### src/rtl/latency_monitor_pkg.sv
// Shared defaults and pointer sizing for the latency monitor and its timestamp FIFO.
package latency_monitor_pkg;
   localparam int DEFAULT_COUNTER_WIDTH   = 16;
   localparam int DEFAULT_MAX_OUTSTANDING = 4;

   // Index width into a FIFO of the given depth; the pointers carry one extra wrap bit.
   function automatic int ptr_width(input int depth);
      return $clog2(depth);
   endfunction
endpackage

### src/rtl/timestamp_fifo.sv
// In-order timestamp FIFO: single clock, synchronous reset, wrap-bit pointers for full/empty.
module timestamp_fifo
   import latency_monitor_pkg::*;
#(
   parameter  int WIDTH = DEFAULT_COUNTER_WIDTH,
   parameter  int DEPTH = DEFAULT_MAX_OUTSTANDING,
   localparam int PW    = ptr_width(DEPTH)
) (
   input  logic             clk_i,
   input  logic             rst_i,
   input  logic             push_i,
   input  logic             pop_i,
   input  logic [WIDTH-1:0] data_i,
   output logic [WIDTH-1:0] head_o,
   output logic             full_o,
   output logic             empty_o,
   output logic [PW:0]      count_o
);

   logic [WIDTH-1:0] mem_q [DEPTH];
   logic [PW:0]      wr_ptr_q, wr_ptr_d;
   logic [PW:0]      rd_ptr_q, rd_ptr_d;
   logic             push_ok, pop_ok;

   assign empty_o = (wr_ptr_q == rd_ptr_q);
   assign full_o  = (wr_ptr_q[PW] != rd_ptr_q[PW]) &&
                    (wr_ptr_q[PW-1:0] == rd_ptr_q[PW-1:0]);
   assign count_o = wr_ptr_q - rd_ptr_q;
   assign head_o  = mem_q[rd_ptr_q[PW-1:0]];

   // A push into a full FIFO is only legal when the head leaves in the same cycle.
   assign pop_ok  = pop_i && !empty_o;
   assign push_ok = push_i && (!full_o || pop_ok);

   always_comb begin
      wr_ptr_d = wr_ptr_q;
      rd_ptr_d = rd_ptr_q;
      if (push_ok) wr_ptr_d = wr_ptr_q + 1'b1;
      if (pop_ok)  rd_ptr_d = rd_ptr_q + 1'b1;
   end

   always_ff @(posedge clk_i) begin
      if (rst_i) begin
         wr_ptr_q <= '0;
         rd_ptr_q <= '0;
      end else begin
         wr_ptr_q <= wr_ptr_d;
         rd_ptr_q <= rd_ptr_d;
      end
   end

   always_ff @(posedge clk_i) begin
      if (push_ok) mem_q[wr_ptr_q[PW-1:0]] <= data_i;
   end

endmodule

### src/rtl/latency_monitor.sv
// Measures marker-to-feedback latency in cycles against a free-running timestamp.
module latency_monitor
   import latency_monitor_pkg::*;
#(
   parameter int COUNTER_WIDTH   = DEFAULT_COUNTER_WIDTH,
   parameter int MAX_OUTSTANDING = DEFAULT_MAX_OUTSTANDING
) (
   input  logic                             clk,
   input  logic                             rst,
   input  logic                             marker_signal,
   input  logic                             feedback_signal,
   output logic [COUNTER_WIDTH-1:0]         latency_out,
   output logic                             latency_valid,
   output logic [COUNTER_WIDTH-1:0]         max_latency,
   output logic [$clog2(MAX_OUTSTANDING):0] outstanding,
   output logic                             overflow_err,
   output logic                             underflow_err
);

   localparam int PW = ptr_width(MAX_OUTSTANDING);

   logic [COUNTER_WIDTH-1:0] ts_q, ts_d;
   logic [COUNTER_WIDTH-1:0] lat_q, lat_d;
   logic [COUNTER_WIDTH-1:0] max_q, max_d;
   logic                     valid_q, valid_d;
   logic                     ovf_q, ovf_d;
   logic                     unf_q, unf_d;

   logic [COUNTER_WIDTH-1:0] head;
   logic                     fifo_full, fifo_empty;
   logic                     push_en, pop_en;
   logic [PW:0]              fifo_count;

   // marker/feedback are one-cycle event strobes with no backpressure: every asserted
   // cycle is one event, and whatever cannot be accepted is flagged via the sticky errors.
   assign pop_en  = feedback_signal && !fifo_empty;
   assign push_en = marker_signal && !(fifo_empty && feedback_signal)
                    && (!fifo_full || feedback_signal);

   timestamp_fifo #(
      .WIDTH (COUNTER_WIDTH),
      .DEPTH (MAX_OUTSTANDING)
   ) u_fifo (
      .clk_i   (clk),
      .rst_i   (rst),
      .push_i  (push_en),
      .pop_i   (pop_en),
      .data_i  (ts_q),
      .head_o  (head),
      .full_o  (fifo_full),
      .empty_o (fifo_empty),
      .count_o (fifo_count)
   );

   always_comb begin
      ts_d    = ts_q + 1'b1;
      valid_d = 1'b0;
      lat_d   = lat_q;
      max_d   = max_q;
      ovf_d   = ovf_q;
      unf_d   = unf_q;
      if (feedback_signal && !fifo_empty) begin
         valid_d = 1'b1;
         lat_d   = ts_q - head;
      end else if (feedback_signal && marker_signal) begin
         // Marker and feedback collide on an empty FIFO: zero-cycle round trip.
         valid_d = 1'b1;
         lat_d   = '0;
      end
      if (valid_d && (lat_d > max_q)) max_d = lat_d;
      if (marker_signal && !feedback_signal && fifo_full)    ovf_d = 1'b1;
      if (feedback_signal && !marker_signal && fifo_empty)   unf_d = 1'b1;
   end

   always_ff @(posedge clk) begin
      if (rst) begin
         ts_q    <= '0;
         lat_q   <= '0;
         valid_q <= 1'b0;
         max_q   <= '0;
         ovf_q   <= 1'b0;
         unf_q   <= 1'b0;
      end else begin
         ts_q    <= ts_d;
         lat_q   <= lat_d;
         valid_q <= valid_d;
         max_q   <= max_d;
         ovf_q   <= ovf_d;
         unf_q   <= unf_d;
      end
   end

   assign latency_out   = lat_q;
   assign latency_valid = valid_q;
   assign max_latency   = max_q;
   assign outstanding   = fifo_count;
   assign overflow_err  = ovf_q;
   assign underflow_err = unf_q;

endmodule

### config.mk
export PLATFORM = sky130hd
export DESIGN_NAME = latency_monitor
export DESIGN_NICKNAME = d
export VERILOG_FILES = /design/src/rtl/latency_monitor_pkg.sv /design/src/rtl/timestamp_fifo.sv /design/src/rtl/latency_monitor.sv
export SDC_FILE = /design/constraint.sdc
export NUM_CORES = 1
export LEC_CHECK = 0
export ABC_AREA = 1
export CORE_UTILIZATION = 25
export CTS_CLUSTER_SIZE = 8
export DETAILED_ROUTE_END_ITERATION = 16
export HOLD_SLACK_MARGIN = 0.06
export SETUP_SLACK_MARGIN = 0.02
export SYNTH_ARGS = -nofsm -noshare
export SYNTH_HDL_FRONTEND = slang
export SYNTH_SLANG_ARGS = --single-unit
### constraint.sdc
create_clock -name clk -period 4.9 [get_ports clk]
set_clock_uncertainty 0.1 [all_clocks]
set_input_delay 1.47 -clock clk [delete_from_list [all_inputs] [get_ports clk]]
set_output_delay 1.47 -clock clk [all_outputs]
set_load 0.005 [all_outputs]
# [Yosys cells after proc, flatten, opt, wreduce, memory -nomap -nowiden]
# Memory sizes are Yosys's and may differ from the RTL's. A register that Yosys moved wholly into a read port is not among the register bits.
# Index checks and enable logic that the tools add are counted.
# W data, S select, Z words.
[word_totals] reg_bits=57 mem_bits_rw=64 input_bits=4 word_cells=46 n_memories=1
[memory_table] memory="u_fifo.mem_q" words=4 word_bits=16 read_ports=1 rd_clocked_by_memory_dff=1 write_ports=1 line_no="timestamp_fifo.sv:20" source="logic [WIDTH-1:0] mem_q [DEPTH];"
[classes] addsub=5 magnitude_cmp=1 n_eq_ne=3 n_mux=8 n_reduce_logical=20
[ops] cell="$mux W16" count=2
[ops] cell="$add A16 B1 Y16 const B" count=1
[ops] cell="$gt A16 B16 Y1" count=1
[ops] cell="$sub A16 B16 Y16" count=1
[ops] cell="$logic_and A1 B1 Y1" count=13
[ops] cell="$add A3 B1 Y3 const B" count=2
[ops] cell="$logic_not A1 Y1" count=5
[ops] cell="$mux W1" count=4
[ops] cell="$mux W2" count=2
[ops] cell="$eq A3 B3 Y1" count=1
[ops] cell="$sub A3 B3 Y3" count=1
[ops] cell="$eq A2 B2 Y1" count=1
[ops] cell="$logic_or A1 B1 Y1" count=2
[ops] cell="$ne A1 B1 Y1" count=1

# [Logic depth before layout (Yosys ltp)]
[logic_depth] word_depth=8 mapped_depth=28 mapped_depth_nobuf=25

# [By module]
# A second synthesis with hierarchy kept.
[unflattened] hier_cells=778 hier_area_um2=6414.9
[by_module_without_submodules] module="latency_monitor" instances=1 cells_each=553 area_each_um2=3532.1 seq_area_each_um2=1021.0
[by_module_without_submodules] module="timestamp_fifo" instances=1 cells_each=225 area_each_um2=2882.8 seq_area_each_um2=2082.0

# [Least setup slack after synthesis]
# OpenSTA, ideal clock, no wires.
[synth_path] kind="register to register" from="register with a tool-made name" to="register max_q[14], in the netlist max_latency[14]" setup_time_ns=0.109 arrival_ns=3.430 required_ns=4.691 setup_slack_ns=1.261 stages_incl_launch_ff=27 n_path_buf=3 path_cell_list="dfxtp_1 -> inv_1 -> clkbuf_1 -> buf_2 -> o21ai_0 -> o22ai_1 -> ha_1 -> inv_1 -> fa_1 -> nand2_1 -> nand2_1 -> nand3_1 -> nand2_1 -> nand2_1 -> nand3_1 -> nand3_1 -> nand2_1 -> ha_1 -> nand2_1 -> o21ai_1 -> a21oi_1 -> nand2_2 -> nand2_4 -> buf_6 -> a21oi_1 -> nand2_1 -> inv_1"
[synth_lines] item="end signal: assignment" line_no="latency_monitor.sv:87" source="max_q <= max_d;"
[synth_lines] item="end: declaration" line_no="latency_monitor.sv:24" source="logic [COUNTER_WIDTH-1:0] max_q, max_d;"

==> impl_summary.txt <==
----------------------------------------------------
[Global routing]
  Global-route wire length before repair ... 24300 µm
  Antenna violations before repair ... 0
  Maximum number of pins on one net before global-route repair ... 36
  Aggregate global-route resource usage ... 12.0%
  Vias in the first global route ... 4793
  Global route overflow ... 0

[Timing]
  Achievable frequency ... about 230 MHz
  Pins Over Slew Limit ... 0
  Worst slew margin relative to its limit ... about 45%
  Transition time of the tightest slew-check pin ... 825 ps
  Final cycle utilization of the critical path ... 87.0%
  Unrepaired setup endpoints after global routing ... false
  Final critical delay including setup and external delays ... ~4300 ps
  # setup viols final ... 0
  Worst hold margin ... 362 ps
  Final number of hold-violating endpoints ... 0
  Total negative setup slack ... 0 ps

[Min path]
  Capture endpoint of the worst hold path ... underflow_err
  HP Class ... reg -> reg
  Launch instance of the worst min-delay path ... underflow_err
  Hold path depth ... 1

[Finish]
  Multi-input gate area in the final layout ... ~2800 µm²
  Layout cell share with drive strength beyond 1 ... 8.38%
  Nets ... about 840
  Inserted Diodes ... 0
  End-of-flow core utilization ... between 30% and 40%
  Area taken by flip-flops and latches ... between 3000 and 4000 µm²
  FILL cells ... 2544
  Cell area after layout ... 7770 µm²
  Layout overhead on the synthesized area ... 22.5%

[Die]
  # IOs ... 42
  Area of the placeable core ... 24600 µm²
  Total number of placement rows ... 57
  Die X-Extent ... between 150 and 200 µm
  Initial cell density of the core ... 25.8%
  Height of the die ... 161 µm
  Total die area ... 26000 µm²

[Clock tree]
  Depth of the CTS H-tree ... 4
  Bufs on Longest Clock Path ... 2
  Root buffer cell ... sky130_fd_sc_hd__clkbuf_16
  Clock latency on the worst-skew pair ... 430 ps
  Resized Gates After CTS ... 0
  Total clock buffers created by CTS ... 17
  TritonCTS clock tree ... built
  Count of buffers added by post-CTS timing repair for setup ... 0
  CTS sink count ... approximately 120
  Clk pin slew, worst setup/hold paths ... approximately 60 ps
  Number of buffers added to fix hold violations after cts ... 0

[Critical path]
  Data arrival time of the critical path ... 4480 ps
  Worst R2R End ... max_latency[9]
  CP max stage cell ... sky130_fd_sc_hd__inv_1
  Ordered cell list for the critical path ... inv_1 -> o21ai_0 -> o22ai_1 -> ha_1 -> inv_1 -> fa_1 -> nand2_1 -> nand2_1 -> nand3_1 -> nand2_1 -> nand2_1 -> nand3_1 -> nand3_1 -> nand2_1 -> ha_1 -> nand2_1 -> nor3_1 -> nand2_1 -> nand2_4 -> inv_2 -> nand2_4 -> nand2_1 -> nand2_1 -> nor2_1
  Required @ worst endpoint ... a little over 5000 ps
  Critical Path Sink Type ... flip-flop
  Crit path largest cell delay ... 420 ps
  Total buffers and inverters traversed by the critical path ... 3
  Start-to-end type of the worst setup path ... reg -> reg
  Worst setup slack for register-to-register paths ... 640 ps
  Biggest fanout along the worst timing path ... 22
  Cell type with the highest occurrence count on the critical path ... sky130_fd_sc_hd__nand2_1
  Critical Path Start Type ... flip-flop
  Cell type group with the largest total delay on the critical path ... simple AND/OR/NAND/NOR gates
  Worst Reg2Reg Path Length in Cells ... 24

[Placement]
  Routability-driven placement congestion ratio ... approximately 0.8
  Placed wire-length estimate ... 10400 µm
  Post-place instance area ... 7110 µm²
  Count of port buffers added during placement ... between 40 and 50

[Flow run]
  Count of maximum capacitance violations ... 0

[Route]
  Pre-Repair DR Iteration Count ... 4
  Per-cell via count in the routed design ... between 4 and 5
  Number of design-rule violations left by the first detailed-router iteration ... 352
  Drt drc ... 0
  Via count of the routed design ... approximately 5000
  Post-route antenna net violation count ... 0
  Total wirelength of the detailed-routed design ... 14900 µm
  Wirelength per Cell ... 13.1 µm

[Power and ir drop]
  LEAKAGE ... 0.00336 µW
  Worst IR drop on VDD ... 414 µV
  Total power draw ... around 5100 µW
  P per Cell Area ... 660 nW/µm²

[Synthesis]
  Mean cell area of the mapped netlist ... 8.45 µm²
  Count of synthesis-stage warnings from yosys ... 0
  Post-synthesis instance area ... 6340 µm²
  Proportion of netlist area held by the largest area contributor ... 30.3%
  Synthesized instance count ... 751
  Sequential cell area fraction in the yosys report ... 48.9%
  Post-synthesis async set-or-reset flop share ... 0%
  Net count of the mapped netlist ... 797
  Largest area contributor in the synthesized netlist ... sky130_fd_sc_hd__edfxtp_1
  Flip-flop and latch count after synthesis ... 123
  Cell variety after synth ... 40
  Count of flip-flops with a built-in enable after synthesis ... 64
  Leading cell types by total area after synthesis ... sky130_fd_sc_hd__edfxtp_1, sky130_fd_sc_hd__dfxtp_1, sky130_fd_sc_hd__nand2_1, sky130_fd_sc_hd__ha_1, sky130_fd_sc_hd__inv_1
  Ys flop type ... sky130_fd_sc_hd__edfxtp_1

[Outcome]
  Result of the run ... finished clean

----------------------------------------------------
final cells by class:
| type | count | area share, % |
|---|---|---|
| Sequential cell | 123 | 39.9 |
| Multi-Input combinational cell | 508 | 35.5 |
| Timing Repair Buffer | 49 | 6.05 |
| Clock buffer | 21 | 5.79 |
| Tap cell | 324 | 5.21 |
| Inverter | 99 | 4.78 |
| Clock inverter | 11 | 2.78 |
worst register-to-register path, cell delays in order, from the launching register on:
cell	delay, ps
sky130_fd_sc_hd__dfxtp_1	330
sky130_fd_sc_hd__inv_1	420
sky130_fd_sc_hd__o21ai_0	190
sky130_fd_sc_hd__o22ai_1	240
sky130_fd_sc_hd__ha_1	200
sky130_fd_sc_hd__inv_1	70
sky130_fd_sc_hd__fa_1	400
sky130_fd_sc_hd__nand2_1	120
sky130_fd_sc_hd__nand2_1	60
sky130_fd_sc_hd__nand3_1	90
sky130_fd_sc_hd__nand2_1	140
sky130_fd_sc_hd__nand2_1	120
sky130_fd_sc_hd__nand3_1	80
sky130_fd_sc_hd__nand3_1	160
sky130_fd_sc_hd__nand2_1	80
sky130_fd_sc_hd__ha_1	270
sky130_fd_sc_hd__nand2_1	70
sky130_fd_sc_hd__nor3_1	270
sky130_fd_sc_hd__nand2_1	130
sky130_fd_sc_hd__nand2_4	90
sky130_fd_sc_hd__inv_2	40
sky130_fd_sc_hd__nand2_4	210
sky130_fd_sc_hd__nand2_1	120
sky130_fd_sc_hd__nand2_1	90
sky130_fd_sc_hd__nor2_1	60
through the flow:
stage                     std cells  setup slack (ps)
after floorplan                 751              1260
after global placement         1103               638
after global routing           1135               210
final                          1135               638
after CTS                      1135               629
after detailed placement       1103               620
cells in the mapped netlist, types with 2 or more instances:
cell and count:
sky130_fd_sc_hd__and3_1 2, sky130_fd_sc_hd__nor3b_2 2, sky130_fd_sc_hd__ha_1 40, sky130_fd_sc_hd__nand4_1 6, sky130_fd_sc_hd__edfxtp_1 64, sky130_fd_sc_hd__o21ai_0 10, sky130_fd_sc_hd__nor3b_1 2, sky130_fd_sc_hd__nand3b_1 3
sky130_fd_sc_hd__a21oi_1 50, sky130_fd_sc_hd__and2_1 2, sky130_fd_sc_hd__nand2_4 4, sky130_fd_sc_hd__nand2_1 221, sky130_fd_sc_hd__nor2_1 68, sky130_fd_sc_hd__a32o_1 14, sky130_fd_sc_hd__a21oi_2 4, sky130_fd_sc_hd__o21ai_1 11
sky130_fd_sc_hd__fa_1 2, sky130_fd_sc_hd__nand3_1 31, sky130_fd_sc_hd__nor3_1 6, sky130_fd_sc_hd__xor2_1 5, sky130_fd_sc_hd__or2_2 2, sky130_fd_sc_hd__inv_1 96, sky130_fd_sc_hd__buf_2 3, sky130_fd_sc_hd__clkbuf_1 13
sky130_fd_sc_hd__nand2_2 6, sky130_fd_sc_hd__nor2_2 5, sky130_fd_sc_hd__dfxtp_1 59, sky130_fd_sc_hd__inv_2 3, sky130_fd_sc_hd__buf_6 4, sky130_fd_sc_hd__o21a_1 3
power by group:
part	internal, µW	leakage [µW]	switching (µW)
clock	967	0.000325	464
sequential	1300	0.00109	109
combinational	895	0.00195	1400
total	3160	0.00336	1970
logic make-up after synthesis:
group | share of synthesized area, %
AND/OR/NAND/NOR | 24.6
flip-flops | 48.9
buffers and inverters | 7.63
AO/OA/AOI/OAI | 9.66
adder cells (fa/ha/maj) | 8.52
XOR/XNOR | 0.690
layout by cell type (no fill, tap or decap), drive strengths merged, types with 7 or more instances in the layout:
cell type	instances
a21oi	55
a32o	14
buf	8
clkbuf	21
clkdlybuf4s50	41
dfxtp	59
edfxtp	64
ha	40
inv	99
nand2	231
nand3	32
nand4	7
nor2	73
o21ai	22
flip-flops by register name (all words and copies together), names as in the netlist, named ones only:
name	cells
u_fifo.mem_q	64
latency_out	16
max_latency	16
ts_q	16
u_fifo.rd_ptr_q	3
u_fifo.wr_ptr_q	3
latency_valid	1
overflow_err	1
underflow_err	1
worst max path at each step:
stage	from	endpoint	slack, ps	depth (start not counted)
2_1_floorplan	flip-flop	max_latency[14]	1260	26
3_3_place_gp	feedback_signal	max_latency[14]	640	17
3_5_place_dp	feedback_signal	max_latency[9]	620	15
4_1_cts	flip-flop	max_latency[9]	630	24
5_1_grt	flip-flop	max_latency[10]	210	24
6_report	flip-flop	max_latency[9]	640	24
per-layer routing:
metal	wire length, µm	vias up	GRT usage (%)
met1	7180	2245	15.4
met4	301	0	4.85
met2	6730	96	19.2
li1	-	2556	-
met5	0	-	0
met3	638	25	3.24
Power figures use the tool's default switching activity.
